==> src/rtl/psum_collector_if.sv <==
// Partial-sum collector bus: per-column psum input stream and per-column drain stream.
// Both streams are valid/ready: a beat transfers on a rising edge where valid and ready are both high.
interface psum_collector_if #(
    parameter int PE_WIDTH  = 4,
    parameter int NUM_COLS  = 3,
    parameter int ACC_WIDTH = 16,
    parameter int COL_W     = (NUM_COLS > 1) ? $clog2(NUM_COLS) : 1
);
    logic [PE_WIDTH-1:0]  psum_IN [NUM_COLS];
    logic                 psum_valid;
    logic                 psum_ready;
    logic [ACC_WIDTH-1:0] out_data;
    logic [COL_W-1:0]     out_col;
    logic                 out_last;
    logic                 out_valid;
    logic                 out_ready;

    modport master (
        output psum_IN, psum_valid, out_ready,
        input  psum_ready, out_data, out_col, out_last, out_valid
    );

    modport slave (
        input  psum_IN, psum_valid, out_ready,
        output psum_ready, out_data, out_col, out_last, out_valid
    );
endinterface

==> src/rtl/psum_collector.sv <==
// Accumulates per-column psum beats over a programmable number of passes, then drains
// the saturated column totals one column per beat.
module psum_collector #(
    parameter int PE_WIDTH  = 4,
    parameter int NUM_COLS  = 3,
    parameter int ACC_WIDTH = 16,
    parameter int PASS_W    = 8,
    parameter int COL_W     = (NUM_COLS > 1) ? $clog2(NUM_COLS) : 1
) (
    input  logic              clk,
    input  logic              rst,
    input  logic              start,
    input  logic [PASS_W-1:0] num_passes,
    psum_collector_if.slave   bus,
    output logic              busy,
    output logic              sat_flag,
    output logic              drop_err,
    output logic [1:0]        dbg_state
);
    typedef enum logic [1:0] {
        S_IDLE  = 2'd0,
        S_ACCUM = 2'd1,
        S_DRAIN = 2'd2
    } state_t;

    localparam logic [ACC_WIDTH-1:0] ACC_MAX = '1;

    state_t               r_state;
    logic [ACC_WIDTH-1:0] r_acc [NUM_COLS];
    logic [PASS_W-1:0]    r_pass_cnt;
    logic [PASS_W-1:0]    r_passes;
    logic [COL_W-1:0]     r_col;
    logic                 r_psum_ready;
    logic                 r_out_valid;
    logic                 r_busy;
    logic                 r_sat;
    logic                 r_drop;

    logic [ACC_WIDTH:0]   w_sum [NUM_COLS];
    logic [NUM_COLS-1:0]  w_ovf;
    logic                 w_beat;
    logic                 w_last_pass;
    logic                 w_last_col;

    // One extra bit of sum width: the carry out is exactly the saturation condition.
    always_comb begin
        for (int c = 0; c < NUM_COLS; c++) begin
            w_sum[c] = {1'b0, r_acc[c]} + (ACC_WIDTH+1)'(bus.psum_IN[c]);
            w_ovf[c] = w_sum[c][ACC_WIDTH];
        end
    end

    assign w_beat      = bus.psum_valid & r_psum_ready;
    assign w_last_pass = (r_pass_cnt == r_passes - PASS_W'(1));
    assign w_last_col  = (r_col == COL_W'(NUM_COLS - 1));

    always_ff @(posedge clk) begin
        if (!rst) begin
            r_state      <= S_IDLE;
            for (int c = 0; c < NUM_COLS; c++) r_acc[c] <= '0;
            r_pass_cnt   <= '0;
            r_passes     <= '0;
            r_col        <= '0;
            r_psum_ready <= 1'b0;
            r_out_valid  <= 1'b0;
            r_busy       <= 1'b0;
            r_sat        <= 1'b0;
            r_drop       <= 1'b0;
        end else begin
            case (r_state)
                S_IDLE: begin
                    if (start) begin
                        for (int c = 0; c < NUM_COLS; c++) r_acc[c] <= '0;
                        r_pass_cnt   <= '0;
                        r_passes     <= (num_passes == '0) ? PASS_W'(1) : num_passes;
                        r_sat        <= 1'b0;
                        r_drop       <= 1'b0;
                        r_psum_ready <= 1'b1;
                        r_busy       <= 1'b1;
                        r_state      <= S_ACCUM;
                    end
                end
                S_ACCUM: begin
                    if (w_beat) begin
                        for (int c = 0; c < NUM_COLS; c++) begin
                            r_acc[c] <= w_ovf[c] ? ACC_MAX : w_sum[c][ACC_WIDTH-1:0];
                        end
                        if (|w_ovf) r_sat <= 1'b1;
                        r_pass_cnt <= r_pass_cnt + PASS_W'(1);
                        if (w_last_pass) begin
                            r_col        <= '0;
                            r_psum_ready <= 1'b0;
                            r_out_valid  <= 1'b1;
                            r_state      <= S_DRAIN;
                        end
                    end
                end
                S_DRAIN: begin
                    if (bus.out_ready) begin
                        if (w_last_col) begin
                            r_out_valid <= 1'b0;
                            r_busy      <= 1'b0;
                            r_state     <= S_IDLE;
                        end else begin
                            r_col <= r_col + COL_W'(1);
                        end
                    end
                end
                default: r_state <= S_IDLE;
            endcase
            // Placed after the start clear so a dropped beat in the start cycle still sets it.
            if (bus.psum_valid && !r_psum_ready) r_drop <= 1'b1;
        end
    end

    assign bus.psum_ready = r_psum_ready;
    assign bus.out_valid  = r_out_valid;
    assign bus.out_data   = r_out_valid ? r_acc[r_col] : '0;
    assign bus.out_col    = r_col;
    assign bus.out_last   = r_out_valid & w_last_col;
    assign busy           = r_busy;
    assign sat_flag       = r_sat;
    assign drop_err       = r_drop;
    assign dbg_state      = r_state;
endmodule
==> src/flat_wrapper.sv <==
// flat-port wrapper written by rule: the top's interface ports become plain ports
module psum_collector_flat 
#(
    parameter int PE_WIDTH  = 4,
    parameter int NUM_COLS  = 3,
    parameter int ACC_WIDTH = 16,
    parameter int PASS_W    = 8,
    parameter int COL_W     = (NUM_COLS > 1) ? $clog2(NUM_COLS) : 1
)
  (clk, rst, start, num_passes, busy, sat_flag, drop_err, dbg_state, bus_psum_IN, bus_psum_valid, bus_out_ready, bus_psum_ready, bus_out_data, bus_out_col, bus_out_last, bus_out_valid);
  psum_collector_if #(.PE_WIDTH(PE_WIDTH), .NUM_COLS(NUM_COLS), .ACC_WIDTH(ACC_WIDTH), .COL_W(COL_W)) bus_i ();
  input  logic clk;
  input  logic rst;
  input  logic start;
  input  logic [PASS_W-1:0] num_passes;
  output logic busy;
  output logic sat_flag;
  output logic drop_err;
  output logic [1:0] dbg_state;
  input wire logic [$bits(bus_i.psum_IN)-1:0] bus_psum_IN;
  input wire logic [$bits(bus_i.psum_valid)-1:0] bus_psum_valid;
  input wire logic [$bits(bus_i.out_ready)-1:0] bus_out_ready;
  output wire logic [$bits(bus_i.psum_ready)-1:0] bus_psum_ready;
  output wire logic [$bits(bus_i.out_data)-1:0] bus_out_data;
  output wire logic [$bits(bus_i.out_col)-1:0] bus_out_col;
  output wire logic [$bits(bus_i.out_last)-1:0] bus_out_last;
  output wire logic [$bits(bus_i.out_valid)-1:0] bus_out_valid;
  assign bus_i.psum_IN = {>>{bus_psum_IN}};
  assign bus_i.psum_valid = bus_psum_valid;
  assign bus_i.out_ready = bus_out_ready;
  assign bus_psum_ready = bus_i.psum_ready;
  assign bus_out_data = bus_i.out_data;
  assign bus_out_col = bus_i.out_col;
  assign bus_out_last = bus_i.out_last;
  assign bus_out_valid = bus_i.out_valid;
  psum_collector #(.PE_WIDTH(PE_WIDTH), .NUM_COLS(NUM_COLS), .ACC_WIDTH(ACC_WIDTH), .PASS_W(PASS_W), .COL_W(COL_W)) u_core (.clk(clk), .rst(rst), .start(start), .num_passes(num_passes), .bus(bus_i), .busy(busy), .sat_flag(sat_flag), .drop_err(drop_err), .dbg_state(dbg_state));
endmodule
==> config.mk <==
export PLATFORM = sky130hd
export DESIGN_NAME = psum_collector_flat
export DESIGN_NICKNAME = d
export VERILOG_FILES = /design/src/rtl/psum_collector_if.sv /design/src/rtl/psum_collector.sv /design/src/flat_wrapper.sv
export SDC_FILE = /design/constraint.sdc
export NUM_CORES = 1
export LEC_CHECK = 0
export ABC_AREA = 1
export ABC_CLOCK_PERIOD_IN_PS = 2800
export BUFFER_PORTS_ARGS = -buffer_cell sky130_fd_sc_hd__buf_2
export CORE_MARGIN = 2
export CORE_UTILIZATION = 43
export DETAILED_ROUTE_END_ITERATION = 7
export SYNTH_ARGS = -nofsm -noshare
export SYNTH_HDL_FRONTEND = slang
export SYNTH_SLANG_ARGS = --single-unit
export TNS_END_PERCENT = 100
==> constraint.sdc <==
create_clock -name clk -period 2.8 [get_ports clk]
set_input_delay 0.28 -clock clk [delete_from_list [all_inputs] [get_ports clk]]
set_output_delay 0.28 -clock clk [all_outputs]
set_load 0.02 [all_outputs]
# [After elaboration in Yosys (flattened, before gate mapping)]
# Memories as Yosys holds them, arrays and structs flattened. A register that Yosys moved wholly into a read port is not among the register bits.
# Index checks and enable logic that the tools add are counted.
[word_totals] rom_bits=0 inputBits=25 register_bits=25 n_memories=1 latch_bits=0 ram_bits=48
[mem_list] name="u_core.r_acc" words=3 width=16 rd=4 rd_clocked_by_memory_dff=1 write_ports=3 line_no="psum_collector.sv:29" source="logic [ACC_WIDTH-1:0] r_acc [NUM_COLS];"
[classes] order_cmp=0 shifts=0 bitwise_logic=8 n_div=0 n_eq_ne=11 muxes=52 n_addsub=6 reduce_logical=19 mul=0
[ops] op="two-way mux 16 bit" n=10
[ops] op="adder 16 x 4 -> 17 bit" n=3
[ops] op="two-way mux 8 bit" n=3
[ops] op="two-way mux 2 bit" n=11
[ops] op="two-way mux 1 bit" n=21
[ops] op="case mux 8 bit (2 select lines)" n=1
[ops] op="AND reduction 5 bit" n=3
[ops] op="AND reduction 4 bit" n=3
[ops] op="nonzero test 2 bit" n=5
[ops] op="adder 8 x 1 -> 8 bit (second input constant)" n=1
[ops] op="== test 8 bit" n=1
[ops] op="logical NOT 8 bit" n=1
[ops] op="!= test 2 x 1 -> 1 bit (second input constant)" n=4
[ops] op="case mux 1 bit (2 select lines)" n=4
[ops] op="subtractor 8 x 1 -> 8 bit (second input constant)" n=1
[ops] op="!= test 2 bit (second input constant)" n=3
[ops] op="bitwise OR 1 bit" n=6
[ops] op="case mux 2 bit (3 select lines)" n=1
[ops] op="== test 2 bit (second input constant)" n=2
[ops] op="case mux 2 bit (2 select lines)" n=1
[ops] op="AND reduction 2 bit" n=2
[ops] op="AND reduction 3 bit" n=1
[ops] op="OR reduction 3 bit" n=1
[ops] op="adder 2 x 1 -> 2 bit (second input constant)" n=1
[ops] op="5 further kinds" n=6

# [Logic depth before layout (Yosys ltp)]
[depth] ltp_word=7 ltp_mapped=13 mapped_depth_nobuf=13

# [Least setup slack after synthesis]
# Ideal clock, no wire load.
[synth_path] path_type="register to register" start="reg u_core.r_state[1], in the netlist u_core.dbg_state[1]" end="mem u_core.r_acc[0][0] (enable)" required_ps=2214 t_arrival_ps=1868 setup_slack_ps=347 path_stages_with_launch=7 path_buffers=1 path_cell_list="dfxtp_1 > nor2_1 > nand2_2 > buf_6 > inv_1 > nor2_2 > nand2_1"
[synth_rtl] element="start, declared" line_no="psum_collector.sv:28" source="state_t r_state;"
[synth_rtl] element="start signal, assigned" line_no="psum_collector.sv:59" source="r_state <= S_IDLE;"
[synth_rtl] element="start signal, assigned" line_no="psum_collector.sv:80" source="r_state <= S_ACCUM;"
[synth_rtl] element="start signal, assigned" line_no="psum_collector.sv:94" source="r_state <= S_DRAIN;"
[synth_rtl] element="end, declared" line_no="psum_collector.sv:29"

==> out/summary.md <==
### Placement
• **Detailed Place HPWL** 9.14 mm
• **cell count after placement** 846
• **gpl congestion** 0.849
• **Port Buffers** 50

### Power
• **P per Cell Area** 487 nW/µm²
• **fraction of power spent switching nets** 28.8%
• **worst-case vdd ir drop** 0.272 mV
• **sequential fraction of design power** 47.3%
• **total power draw** 2.79 mW
• **Combinational Power Share** 13.9%
• **switching power** 804 µW
• **relative contribution of the clock network to total power** 38.8%
• **Cell Int Power** 1.98 mW
• **Lkg Pwr** 2.76 nW

### Setup path
• **nature of the critical path endpoint** register
• **Largest delay share family, worst path** simple AND/OR/NAND/NOR gates
• **sum of buffers and inverters on the critical path** 2
• **number of cells on the worst reg-to-reg path** 12
• **required time at the worst-slack endpoint** 2.91 ns
• **worst setup path category** register to register
• **peak per-stage delay on the critical path** 0.41 ns
• **slowest library cell on the worst path** sky130_fd_sc_hd__fa_1
• **critical path peak fanout** 12
• **WP depth** 12
• **internal reg-to-reg setup slack** 0.48 ns
• **ordered list of cells on the worst path** ha_1 -> fa_1 -> nand3_1 -> nand3_1 -> nand2_2 -> nor2_4 -> nand2_2 -> inv_2 -> a21oi_1 -> o21ai_1 -> nand2_1 -> inv_1
• **startpoint class of the critical path** register
• **data arrival time of the critical path** 2.43 ns

### Detailed routing
• **average wire per cell in the routed design** 14.3 µm
• **total number of vias** 4489
• **DRC errors left** 0
• **Routed WL** 12.3 mm
• **total iterations of the first detailed-routing run** 4
• **DR vias/cell** 5.21
• **antenna-violating nets left** 0
• **starting DRC count in detailed routing** 294

### STA
• **unrepaired setup endpoints after global routing** false
• **setup violation total in the final timing report** 0
• **number of max-slew violations in the final report** 0
• **Hold Fails Final Rpt** 0
• **clock period minus final worst setup slack** 2.32 ns
• **worst rel slew slack** 57.0%
• **highest clock rate** 0.431 GHz
• **clock skew after layout** 0.00797 ns
• **share of the cycle needed by the critical path after routing** 82.9%
• **setup tns final** 0 ns
• **measured slew at the worst slew-check pin** 0.644 ns

### Yosys
• **unique cell type count in the Yosys netlist** 43
• **Synthesis Warnings** 0
• **combined area of all synthesized cells** 5070 µm²
• **register area share after synthesis** 39.1%
• **number of enable-type register cells in the synthesized netlist** 48
• **synthesized area per cell** 7.62 µm²
• **number of synthesized register bits** 75
• **Post-Syn Nets** 708
• **top_reg_cell synth** sky130_fd_sc_hd__edfxtp_1
• **share of flip-flops with an asynchronous set or reset after synthesis** 0%
• **Cells after Synth** 665

### Clock network
• **Clock Root Buffer** sky130_fd_sc_hd__clkbuf_16
• **CTS tree** built
• **number of buffers created by CTS** 9
• **buffers from clock root to sink, at most** 2
• **clock-pin slew reported for the worst setup and hold paths after clock tree synthesis** 0.06 ns
• **post-cts sizing count** 0
• **level count of the clock H-tree** 3
• **number of hold buffers added after CTS** 0
• **count of clock tree sinks** 75
• **clock latency on the worst-skew pair** 0.34 ns
• **total setup buffers inserted after CTS** 0

### GRT
• **vias in the first global route** 4324
• **aggregate global routing overflow** 0
• **first-pass GRT wire length** 20.7 mm
• **antenna violations before repair** 0
• **GR met3 Demand/Resource** 4.27%
• **GRT Overall Usage** 20.4%
• **met2 Track Usage GR** 31.6%
• **grt peak-use layer** met2
• **largest net degree at the start of global routing** 49
• **met1 layer usage reported by global route** 29.1%

### Floorplanning
• **placement row count** 39
• **IO Count** 51
• **Horiz. Die Dim** 113 µm
• **effective utilization at floorplan** 44.2%
• **die area** 12700 µm²
• **area of the placeable core** 11500 µm²
• **floorplan die height** 113 µm

### Final layout
• **number of standard cells in the layout, taps in and fillers out** 862
• **fraction of layout instances using a drive strength above 1** 17.8%
• **count of antenna diodes in the layout** 0
• **Post-layout nets** 757
• **area overhead of the layout relative to synthesis** 12.9%

### Hold path
• **kind of path behind the tightest hold check** primary input to register
• **worst hold path cell count** 3

### Status
• **result of the run** completed

### Job
• **max_cap viols** 0

## sequential cells by signal (all words and copies together) (netlist names), named ones only
register               count
u_core.bus.out_col         2
u_core.bus.psum_ready      1
u_core.busy                1
u_core.r_acc              48
u_core.r_passes            8
u_core.r_pass_cnt          8
u_core.dbg_state           2
u_core.sat_flag            1
u_core.drop_err            1
u_core.bus.out_valid       1
## worst register-to-register path, delay by kind of cell (launching register included)
kind	cells	cell delay (ns)
compound gates	2	0.19
fa+ha+maj	2	0.63
buf+inv	2	0.14
flops	1	0.39
simple gates	6	0.74
## power by group through the flow
stage | Clock (mW) | Combinational [mW] | Sequential [mW]
global route | 1.14 | 0.445 | 1.33
floorplan | 0 | 0.284 | 1.33
global placement | 0 | 0.383 | 1.34
finish | 1.08 | 0.389 | 1.32
CTS | 1.11 | 0.389 | 1.32
detailed placement | 0 | 0.386 | 1.34
## cell families (layout without fill, tap and decap cells)
family / Yosys count / count (layout) / synth area share [%]
AND/OR/NAND/NOR: 287 / 287 / 28.1
AO/OA/AOI/OAI: 125 / 125 / 13.0
multiplexers: 4 / 4 / 0.889
buffers and inverters: 135 / 189 / 10.4
flip-flops: 75 / 75 / 39.1
adder cells (fa/ha/maj): 18 / 18 / 4.89
XOR/XNOR: 21 / 21 / 3.63
## Yosys cell counts (2+ instances only)
cell / instances / area share [%]
sky130_fd_sc_hd__o21ai_1: 14 / 1.4
sky130_fd_sc_hd__dfxtp_1: 27 / 11
sky130_fd_sc_hd__nand2_2: 7 / 0.86
sky130_fd_sc_hd__a31oi_1: 7 / 0.86
sky130_fd_sc_hd__inv_2: 13 / 0.96
sky130_fd_sc_hd__mux2_2: 4 / 0.89
sky130_fd_sc_hd__nand2_4: 2 / 0.44
sky130_fd_sc_hd__a21oi_2: 4 / 0.69
sky130_fd_sc_hd__edfxtp_1: 48 / 28
sky130_fd_sc_hd__and3_1: 3 / 0.37
sky130_fd_sc_hd__fa_1: 3 / 1.2
sky130_fd_sc_hd__buf_2: 3 / 0.30
sky130_fd_sc_hd__xnor2_1: 8 / 1.4
sky130_fd_sc_hd__nor3_1: 14 / 1.4
sky130_fd_sc_hd__xor2_1: 13 / 2.2
sky130_fd_sc_hd__nand3_2: 4 / 0.79
sky130_fd_sc_hd__nor4_1: 3 / 0.37
sky130_fd_sc_hd__nor2_2: 11 / 1.4
sky130_fd_sc_hd__nand4_1: 11 / 1.4
sky130_fd_sc_hd__nor2_1: 39 / 2.9
sky130_fd_sc_hd__nor2_4: 5 / 1.1
sky130_fd_sc_hd__nand2_1: 132 / 9.8
sky130_fd_sc_hd__a211oi_1: 2 / 0.30
sky130_fd_sc_hd__nand3_4: 3 / 1.0
sky130_fd_sc_hd__inv_1: 105 / 7.8
sky130_fd_sc_hd__nor3_2: 2 / 0.40
sky130_fd_sc_hd__clkbuf_1: 10 / 0.74
sky130_fd_sc_hd__o21ai_0: 43 / 4.2
sky130_fd_sc_hd__ha_1: 15 / 3.7
sky130_fd_sc_hd__a21oi_1: 54 / 5.3
sky130_fd_sc_hd__buf_6: 2 / 0.44
sky130_fd_sc_hd__nand3_1: 43 / 4.2
## per-stage QoR
stage / util (%) / setup slack (ns) / area, µm² / hold slack, ns
floorplan: - / 0.347 / 5070 / 0.418
global placement: 47.5 / 0.572 / 5450 / 0.447
detailed placement: 47.5 / 0.488 / 5450 / 0.475
CTS: 49.9 / 0.491 / 5720 / 0.201
global route: 49.9 / 0.268 / 5720 / 0.248
finish: 49.9 / 0.478 / 5720 / 0.208
## path summary, 6_finish.rpt
check                           from             endpoint
setup / recovery  u_core.r_acc[1][0]  u_core.r_acc[1][11]
setup reg to reg  u_core.r_acc[1][0]  u_core.r_acc[1][11]
hold reg to reg      u_core.drop_err      u_core.drop_err
hold / removal         num_passes[7]   u_core.r_passes[7]
## per-layer routing
metal	up-vias	wire [µm]
met4	0	150
met2	97	5430
li1	2291	-
met3	15	667
met1	2086	6070
met5	-	0
## area by class of cell
cell class                      instances  area [µm²]
Inverter                              119         447
Sequential cell                        75        1980
Timing Repair Buffer                   54         280
Clock inverter                          6        42.5
Clock buffer                           10         229
Fill cell                            1155        5750
Multi-Input combinational cell        455        2560
Tap cell                              143         179
## cell usage in the layout (no fill, tap or decap), types with 13 or more instances in the layout
master | Yosys | layout
sky130_fd_sc_hd__a21oi_1 | 54 | 54
sky130_fd_sc_hd__buf_2 | 3 | 50
sky130_fd_sc_hd__dfxtp_1 | 27 | 27
sky130_fd_sc_hd__edfxtp_1 | 48 | 48
sky130_fd_sc_hd__ha_1 | 15 | 15
sky130_fd_sc_hd__inv_1 | 105 | 105
sky130_fd_sc_hd__inv_2 | 13 | 13
sky130_fd_sc_hd__nand2_1 | 132 | 131
sky130_fd_sc_hd__nand3_1 | 43 | 43
sky130_fd_sc_hd__nor2_1 | 39 | 39
sky130_fd_sc_hd__nor3_1 | 14 | 14
sky130_fd_sc_hd__o21ai_0 | 43 | 43
sky130_fd_sc_hd__o21ai_1 | 14 | 14
sky130_fd_sc_hd__xor2_1 | 13 | 13
No activity file was read; power rests on OpenSTA's default activity.
